===== config.mk =====
export PLATFORM = sky130hd
export DESIGN_NAME = xbar_wrr_prio_ctrl_flat
export DESIGN_NICKNAME = d
export VERILOG_FILES = /design/src/rtl/xbar_wrr_prio_ctrl_pkg.sv /design/src/rtl/xbar_wrr_prio_ctrl_if.sv /design/src/rtl/xbar_wrr_prio_ctrl_ptr.sv /design/src/rtl/xbar_wrr_prio_ctrl.sv /design/src/flat_wrapper.sv
export SDC_FILE = /design/constraint.sdc
export NUM_CORES = 1
export LEC_CHECK = 0
export ABC_AREA = 1
export BUFFER_PORTS_ARGS = -buffer_cell sky130_fd_sc_hd__buf_2
export CAP_MARGIN = 10
export CORE_UTILIZATION = 50
export DETAILED_ROUTE_END_ITERATION = 16
export GPL_TIMING_DRIVEN = 1
export PLACE_DENSITY = 0.7
export SETUP_SLACK_MARGIN = 0.05
export SYNTH_ARGS = -nofsm -noshare
export SYNTH_HDL_FRONTEND = slang
export SYNTH_HIERARCHICAL = 1
export SYNTH_SLANG_ARGS = --single-unit

===== constraint.sdc =====
create_clock -name clk_i -period 2.6 [get_ports clk_i]
set_clock_uncertainty 0.15 [all_clocks]
set_input_delay 0.52 -clock clk_i [delete_from_list [all_inputs] [get_ports clk_i]]
set_output_delay 0.52 -clock clk_i [all_outputs]
set_load 0.02 [all_outputs]

===== src/rtl/xbar_wrr_prio_ctrl_pkg.sv =====
// xbar_wrr_prio_ctrl_pkg: shared defaults, index/weight types and weight helper for the WRR scheduler
package xbar_wrr_prio_ctrl_pkg;
  localparam int DefNumIn = 4;
  localparam int DefNumOut = 4;
  localparam int DefWeightWidth = 4;
  localparam int DefNumInLog = (DefNumIn == 1) ? 1 : $clog2(DefNumIn);
  typedef logic [DefNumInLog-1:0] ini_idx_t;
  typedef logic [DefWeightWidth-1:0] weight_t;
  function automatic int unsigned eff_weight(input int unsigned w);
    return (w == 0) ? 1 : w;
  endfunction
endpackage


===== src/rtl/xbar_wrr_prio_ctrl_if.sv =====
// xbar_wrr_prio_ctrl_if: enable, config, monitor and priority-output bundle of the WRR scheduler
interface xbar_wrr_prio_ctrl_if
  import xbar_wrr_prio_ctrl_pkg::*;
#(
  parameter int NumIn = DefNumIn,
  parameter int NumOut = DefNumOut,
  parameter int WeightWidth = DefWeightWidth
) ();
  localparam int NumInLog = (NumIn == 1) ? 1 : $clog2(NumIn);
  logic en_i;
  logic cfg_valid_i;
  logic [NumInLog-1:0] cfg_idx_i;
  logic [WeightWidth-1:0] cfg_weight_i;
  logic [NumOut-1:0] mon_valid_i;
  logic [NumOut-1:0] mon_ready_i;
  logic [NumOut-1:0][NumInLog-1:0] mon_ini_i;
  logic [NumOut-1:0][NumInLog-1:0] rr_o;
  logic [NumOut-1:0][WeightWidth-1:0] credit_o;
  modport master (output en_i, cfg_valid_i, cfg_idx_i, cfg_weight_i, mon_valid_i, mon_ready_i, mon_ini_i,
                  input rr_o, credit_o);
  modport slave (input en_i, cfg_valid_i, cfg_idx_i, cfg_weight_i, mon_valid_i, mon_ready_i, mon_ini_i,
                 output rr_o, credit_o);
endinterface


===== src/rtl/xbar_wrr_prio_ctrl_ptr.sv =====
// xbar_wrr_prio_ctrl_ptr: per-target priority pointer and credit counter with weighted rotation
module xbar_wrr_prio_ctrl_ptr
  import xbar_wrr_prio_ctrl_pkg::*;
#(
  parameter int NumIn = DefNumIn,
  parameter int WeightWidth = DefWeightWidth,
  parameter int NumInLog = (NumIn == 1) ? 1 : $clog2(NumIn)
) (
  input  logic                              clk_i,
  input  logic                              rst_ni,
  input  logic                              grant_i,
  input  logic [NumInLog-1:0]               g_i,
  input  logic [NumIn-1:0][WeightWidth-1:0] weight_i,
  output logic [NumInLog-1:0]               ptr_o,
  output logic [WeightWidth-1:0]            credit_o
);
  logic [NumInLog-1:0] ptr_q, ptr_d, nxt_p, nxt_g;
  logic [WeightWidth-1:0] credit_q, credit_d, w_g, w_np, w_ng;
  logic fire, hold;
  always_comb begin
    nxt_p = (32'(ptr_q) == NumIn - 1) ? '0 : ptr_q + 1'b1;
    nxt_g = (32'(g_i) == NumIn - 1) ? '0 : g_i + 1'b1;
    w_g = WeightWidth'(eff_weight(32'(weight_i[g_i])));
    w_np = WeightWidth'(eff_weight(32'(weight_i[nxt_p])));
    w_ng = WeightWidth'(eff_weight(32'(weight_i[nxt_g])));
    fire = grant_i && (32'(g_i) < NumIn);
    hold = (g_i == ptr_q);
    ptr_d = !fire ? ptr_q : hold ? ((credit_q > 1) ? ptr_q : nxt_p) : ((w_g > 1) ? g_i : nxt_g);
    credit_d = !fire ? credit_q : hold ? ((credit_q > 1) ? credit_q - 1'b1 : w_np)
                                       : ((w_g > 1) ? w_g - 1'b1 : w_ng);
  end
  always_ff @(posedge clk_i) begin
    if (!rst_ni) begin
      ptr_q <= '0;
      credit_q <= WeightWidth'(1);
    end else begin
      ptr_q <= ptr_d;
      credit_q <= credit_d;
    end
  end
  assign ptr_o = ptr_q;
  assign credit_o = credit_q;
  assert property (@(posedge clk_i) NumIn > 0 && WeightWidth > 0);
  assert property (@(posedge clk_i) disable iff (!rst_ni) grant_i |-> 32'(g_i) < NumIn);
endmodule


===== src/rtl/xbar_wrr_prio_ctrl.sv =====
// xbar_wrr_prio_ctrl: weighted round-robin priority scheduler driving the crossbar's per-target rr index
module xbar_wrr_prio_ctrl
  import xbar_wrr_prio_ctrl_pkg::*;
#(
  parameter int NumIn = DefNumIn,
  parameter int NumOut = DefNumOut,
  parameter int WeightWidth = DefWeightWidth,
  localparam int NumInLog = (NumIn == 1) ? 1 : $clog2(NumIn)
) (
  input logic                  clk_i,
  input logic                  rst_ni,
  xbar_wrr_prio_ctrl_if.slave  bus
);
  logic [NumIn-1:0][WeightWidth-1:0] weight_q, weight_d;
  always_comb begin
    for (int i = 0; i < NumIn; i++)
      weight_d[i] = (bus.cfg_valid_i && 32'(bus.cfg_idx_i) == i) ? bus.cfg_weight_i : weight_q[i];
  end
  always_ff @(posedge clk_i) begin
    if (!rst_ni) weight_q <= {NumIn{WeightWidth'(1)}};
    else weight_q <= weight_d;
  end
  for (genvar k = 0; k < NumOut; k++) begin : g_tgt
    xbar_wrr_prio_ctrl_ptr #(
      .NumIn(NumIn),
      .WeightWidth(WeightWidth),
      .NumInLog(NumInLog)
    ) u_ptr (
      .clk_i(clk_i),
      .rst_ni(rst_ni),
      .grant_i(bus.mon_valid_i[k] & bus.mon_ready_i[k] & bus.en_i),
      .g_i(bus.mon_ini_i[k]),
      .weight_i(weight_q),
      .ptr_o(bus.rr_o[k]),
      .credit_o(bus.credit_o[k])
    );
  end
  assert property (@(posedge clk_i) NumOut > 0);
endmodule


===== src/flat_wrapper.sv =====
// flat-port wrapper written by rule: the top's interface ports become plain ports
module xbar_wrr_prio_ctrl_flat import xbar_wrr_prio_ctrl_pkg::*;
#(
  parameter int NumIn = DefNumIn,
  parameter int NumOut = DefNumOut,
  parameter int WeightWidth = DefWeightWidth,
  localparam int NumInLog = (NumIn == 1) ? 1 : $clog2(NumIn)
)
  (clk_i, rst_ni, bus_en_i, bus_cfg_valid_i, bus_cfg_idx_i, bus_cfg_weight_i, bus_mon_valid_i, bus_mon_ready_i, bus_mon_ini_i, bus_rr_o, bus_credit_o);
  xbar_wrr_prio_ctrl_if #(.NumIn(NumIn), .NumOut(NumOut), .WeightWidth(WeightWidth)) bus_i ();
  input logic clk_i;
  input logic rst_ni;
  input wire logic [$bits(bus_i.en_i)-1:0] bus_en_i;
  input wire logic [$bits(bus_i.cfg_valid_i)-1:0] bus_cfg_valid_i;
  input wire logic [$bits(bus_i.cfg_idx_i)-1:0] bus_cfg_idx_i;
  input wire logic [$bits(bus_i.cfg_weight_i)-1:0] bus_cfg_weight_i;
  input wire logic [$bits(bus_i.mon_valid_i)-1:0] bus_mon_valid_i;
  input wire logic [$bits(bus_i.mon_ready_i)-1:0] bus_mon_ready_i;
  input wire logic [$bits(bus_i.mon_ini_i)-1:0] bus_mon_ini_i;
  output wire logic [$bits(bus_i.rr_o)-1:0] bus_rr_o;
  output wire logic [$bits(bus_i.credit_o)-1:0] bus_credit_o;
  assign bus_i.en_i = bus_en_i;
  assign bus_i.cfg_valid_i = bus_cfg_valid_i;
  assign bus_i.cfg_idx_i = bus_cfg_idx_i;
  assign bus_i.cfg_weight_i = bus_cfg_weight_i;
  assign bus_i.mon_valid_i = bus_mon_valid_i;
  assign bus_i.mon_ready_i = bus_mon_ready_i;
  assign bus_i.mon_ini_i = bus_mon_ini_i;
  assign bus_rr_o = bus_i.rr_o;
  assign bus_credit_o = bus_i.credit_o;
  xbar_wrr_prio_ctrl #(.NumIn(NumIn), .NumOut(NumOut), .WeightWidth(WeightWidth)) u_core (.clk_i(clk_i), .rst_ni(rst_ni), .bus(bus_i));
endmodule

==> impl_metrics.py <==
metrics = {
    "power": {
        "peakVddDrop_v": 0.000287,
        "p_per_area_nw_per_um2": 398,
        "power.total_w": 0.00226,
        "p_leak_nw": 3.02,
    },
    "layout": {
        "syn2layout_area_growth_pct": 13.2,
        "n_antenna_cell": 0,
        "fill_cells": 1042,
        "layout.nets": 1026,
        "drive_gt1_frac": 0.176,
        "multi_input_area_um2": 3540,
        "utilization": 0.583,
        "regArea_um2": 802,
    },
    "worst_setup_path": {
        "start_kind": "flip-flop",
        "reg2reg_depth": 16,
        "cpPeakStageDelay_ns": 0.61,
        "worstSetupEndpointType": "flip-flop",
        "cp_common_cell": "nand2_1",
        "crit_type": "flip-flop to flip-flop",
        "cp_slowest_cell": "dfxtp_1",
        "path_cells": "nand2_1, nand3_1, nand2_2, nand2_1, inv_1, nand2_1, nand2_1, inv_1, ha_1, inv_1, nand2_1, nand3_2, nand2_1, nand3_1, nand2_1, a21oi_1",
        "critPathMaxFanout": 7,
        "crit_required_ns": 2.65,
        "arrival_ns": 2.38,
    },
    "timing": {
        "slew_violations": 0,
        "max_freq_mhz": 430,
        "tightestPinTransition_ns": 0.659,
        "fin_tns_setup_ns": 0,
        "relSlewSlack": 0.561,
        "finalCriticalPeriod_ns": 2.32,
        "hold_viol_final": 0,
        "rsz0062_at_grt": "no",
        "setup_violations": 0,
        "period_share": 0.894,
    },
    "floorplanning": {
        "die_w_um": 102,
        "ioPinCount": 50,
        "dieArea_um2": 10400,
        "rows": 36,
        "start_util": 0.515,
        "die_h_um": 102,
        "core_um2": 9730,
    },
    "outcome": {
        "status": "completed",
    },
    "routing": {
        "wire_per_inst_um": 13.0,
        "drtPass1Iterations": 5,
        "drc_errors": 0,
        "drt_iter0_markers": 466,
        "drtAntennaViolNets": 0,
        "vias": 5841,
        "routed_wirelength_um": 14400,
        "avgViaCountPerCell": 5.26,
    },
    "clock_network": {
        "cts_tree": "done",
        "cts_buffers": 5,
        "cts_setup_buffers": 0,
        "clockBufferDepth": 2,
        "clock-root-buffer": "clkbuf_8",
        "ctsHtreeMaxLevel": 2,
        "clock_latency_ns": 0.31,
        "clk_pin_slew_ns": 0.09,
        "cts.sinks": 40,
    },
    "global_routing": {
        "grtUsageTotal": 0.292,
        "overflow": 0,
        "grt_pass1_vias": 5108,
        "grt_pass1_wl_um": 24300,
        "grt_max_degree": 33,
        "grt_antenna_before_repair": 1,
    },
    "logic_synthesis": {
        "synth_area_um2": 5010,
        "synth.distinct_cells": 25,
        "syn_inst": 895,
        "synth_warnings": 6,
        "synth-seq-cells": 40,
        "yosysSeqAreaShare": 0.160,
        "syn_nets": 945,
        "avgSynthCellArea_um2": 5.60,
    },
    "worst_hold_path": {
        "worstHoldPathType": "primary input to flip-flop",
        "holdPathStages": 3,
    },
    "placement": {
        "port_buffers": 49,
        "dp_hpwl_um": 10600,
        "gp_congestion": 0.999,
    },
    "run": {
        "cap_violations": 0,
    },
}
-- per-stage QoR --
| step | setup WS, ns | instances | hold WS (ns) | instance area, um^2 |
|---|---|---|---|---|
| after floorplan | 0.386 | 895 | 0.345 | 5010 |
| after global placement | 0.0930 | 1102 | 0.345 | 5560 |
| after global routing | 0.0722 | 1110 | 0.346 | 5670 |
| after detailed placement | 0.0795 | 1102 | 0.357 | 5560 |
| final | 0.277 | 1110 | 0.341 | 5670 |
| after CTS | 0.256 | 1110 | 0.336 | 5670 |
-- state kept, by name, indices dropped and copies added, names as in the netlist --
name and cells:
u_core/g_tgt.u_ptr/ptr_o 8, u_core/g_tgt.u_ptr/credit_o 16, u_core/weight_q 16
-- path summary, 6_finish.rpt --
path | startpoint | end | slack (ns)
hold / removal | bus_cfg_weight_i[3] | u_core/weight_q[15] | 0.34
setup / recovery | u_core/weight_q[6] | u_core/g_tgt[3].u_ptr/credit_o[2] | 0.28
hold reg to reg | u_core/g_tgt[2].u_ptr/credit_o[2] | u_core/g_tgt[2].u_ptr/credit_o[2] | 0.37
setup reg to reg | u_core/weight_q[6] | u_core/g_tgt[3].u_ptr/credit_o[2] | 0.28
-- kinds of logic after synthesis --
| kind of cell | count (synthesis) | synth area share |
|---|---|---|
| buf+inv | 138 | 0.132 |
| xor+xnor | 12 | 0.0330 |
| fa+ha+maj | 24 | 0.0600 |
| compound gates | 111 | 0.114 |
| simple gates | 570 | 0.501 |
| flops | 40 | 0.160 |
-- final cells by class --
cell class              instances  share of cell area
clock buffers                   5              0.0121
clock inverters                 3             0.00750
inverters                     115              0.0779
multi-input cells             717               0.625
flip-flops and latches         40               0.141
well taps                     133              0.0293
repair buffers                 97               0.107
-- routing by layer --
layer	up-vias	global-route usage	wire length, um
met5	-	0	13
met4	2	0.0648	243
met3	30	0.0424	933
met2	204	0.473	6390
met1	2567	0.408	6850
li1	3038	-	-
-- critical path, delay by kind of cell (launching register included) --
family                     cells  cell delay (ns)
DFF                            1             0.61
and+or+nand+nor               11             1.09
AOI/OAI and AO/OA              1             0.06
buffers and inverters          3             0.16
adders and majority gates      1             0.15
-- timing repair --
action                     CTS  global route
hold buffers                 0             0
gates resized for setup      0             1
setup endpoints to repair    0             4
-- cell usage after synthesis (all sizes together) --
cell type / count / area [um^2]
xnor2: 12 / 165
dfxtp: 40 / 801
buf: 23 / 221
o21ai: 60 / 300
nor2: 70 / 295
inv: 115 / 442
nor3: 8 / 60.1
nand2: 342 / 1330
nand4: 11 / 68.8
nand3b: 8 / 60.1
ha: 24 / 300
a21oi: 51 / 270
nand3: 131 / 691
-- power by group --
group | internal, W | switching (W)
registers | 0.000646 | 0.0000589
logic | 0.000371 | 0.000639
clock network | 0.000285 | 0.000260
-- layout by cell type (no fill, tap or decap), types with 5 or more instances in the layout --
master,synthesis,layout
nand2_1,330,330
nand3_1,124,124
inv_1,89,89
nor2_1,65,65
buf_2,0,49
buf_4,10,48
a21oi_1,47,47
dfxtp_1,40,39
o21ai_1,36,36
o21ai_0,24,24
ha_1,24,24
inv_2,22,22
nand4_1,11,11
nand2_2,8,8
xnor2_2,8,8
nand3b_1,8,8
nand3_2,7,7
clkbuf_8,0,5
No activity file was read; power rests on OpenSTA's default activity.
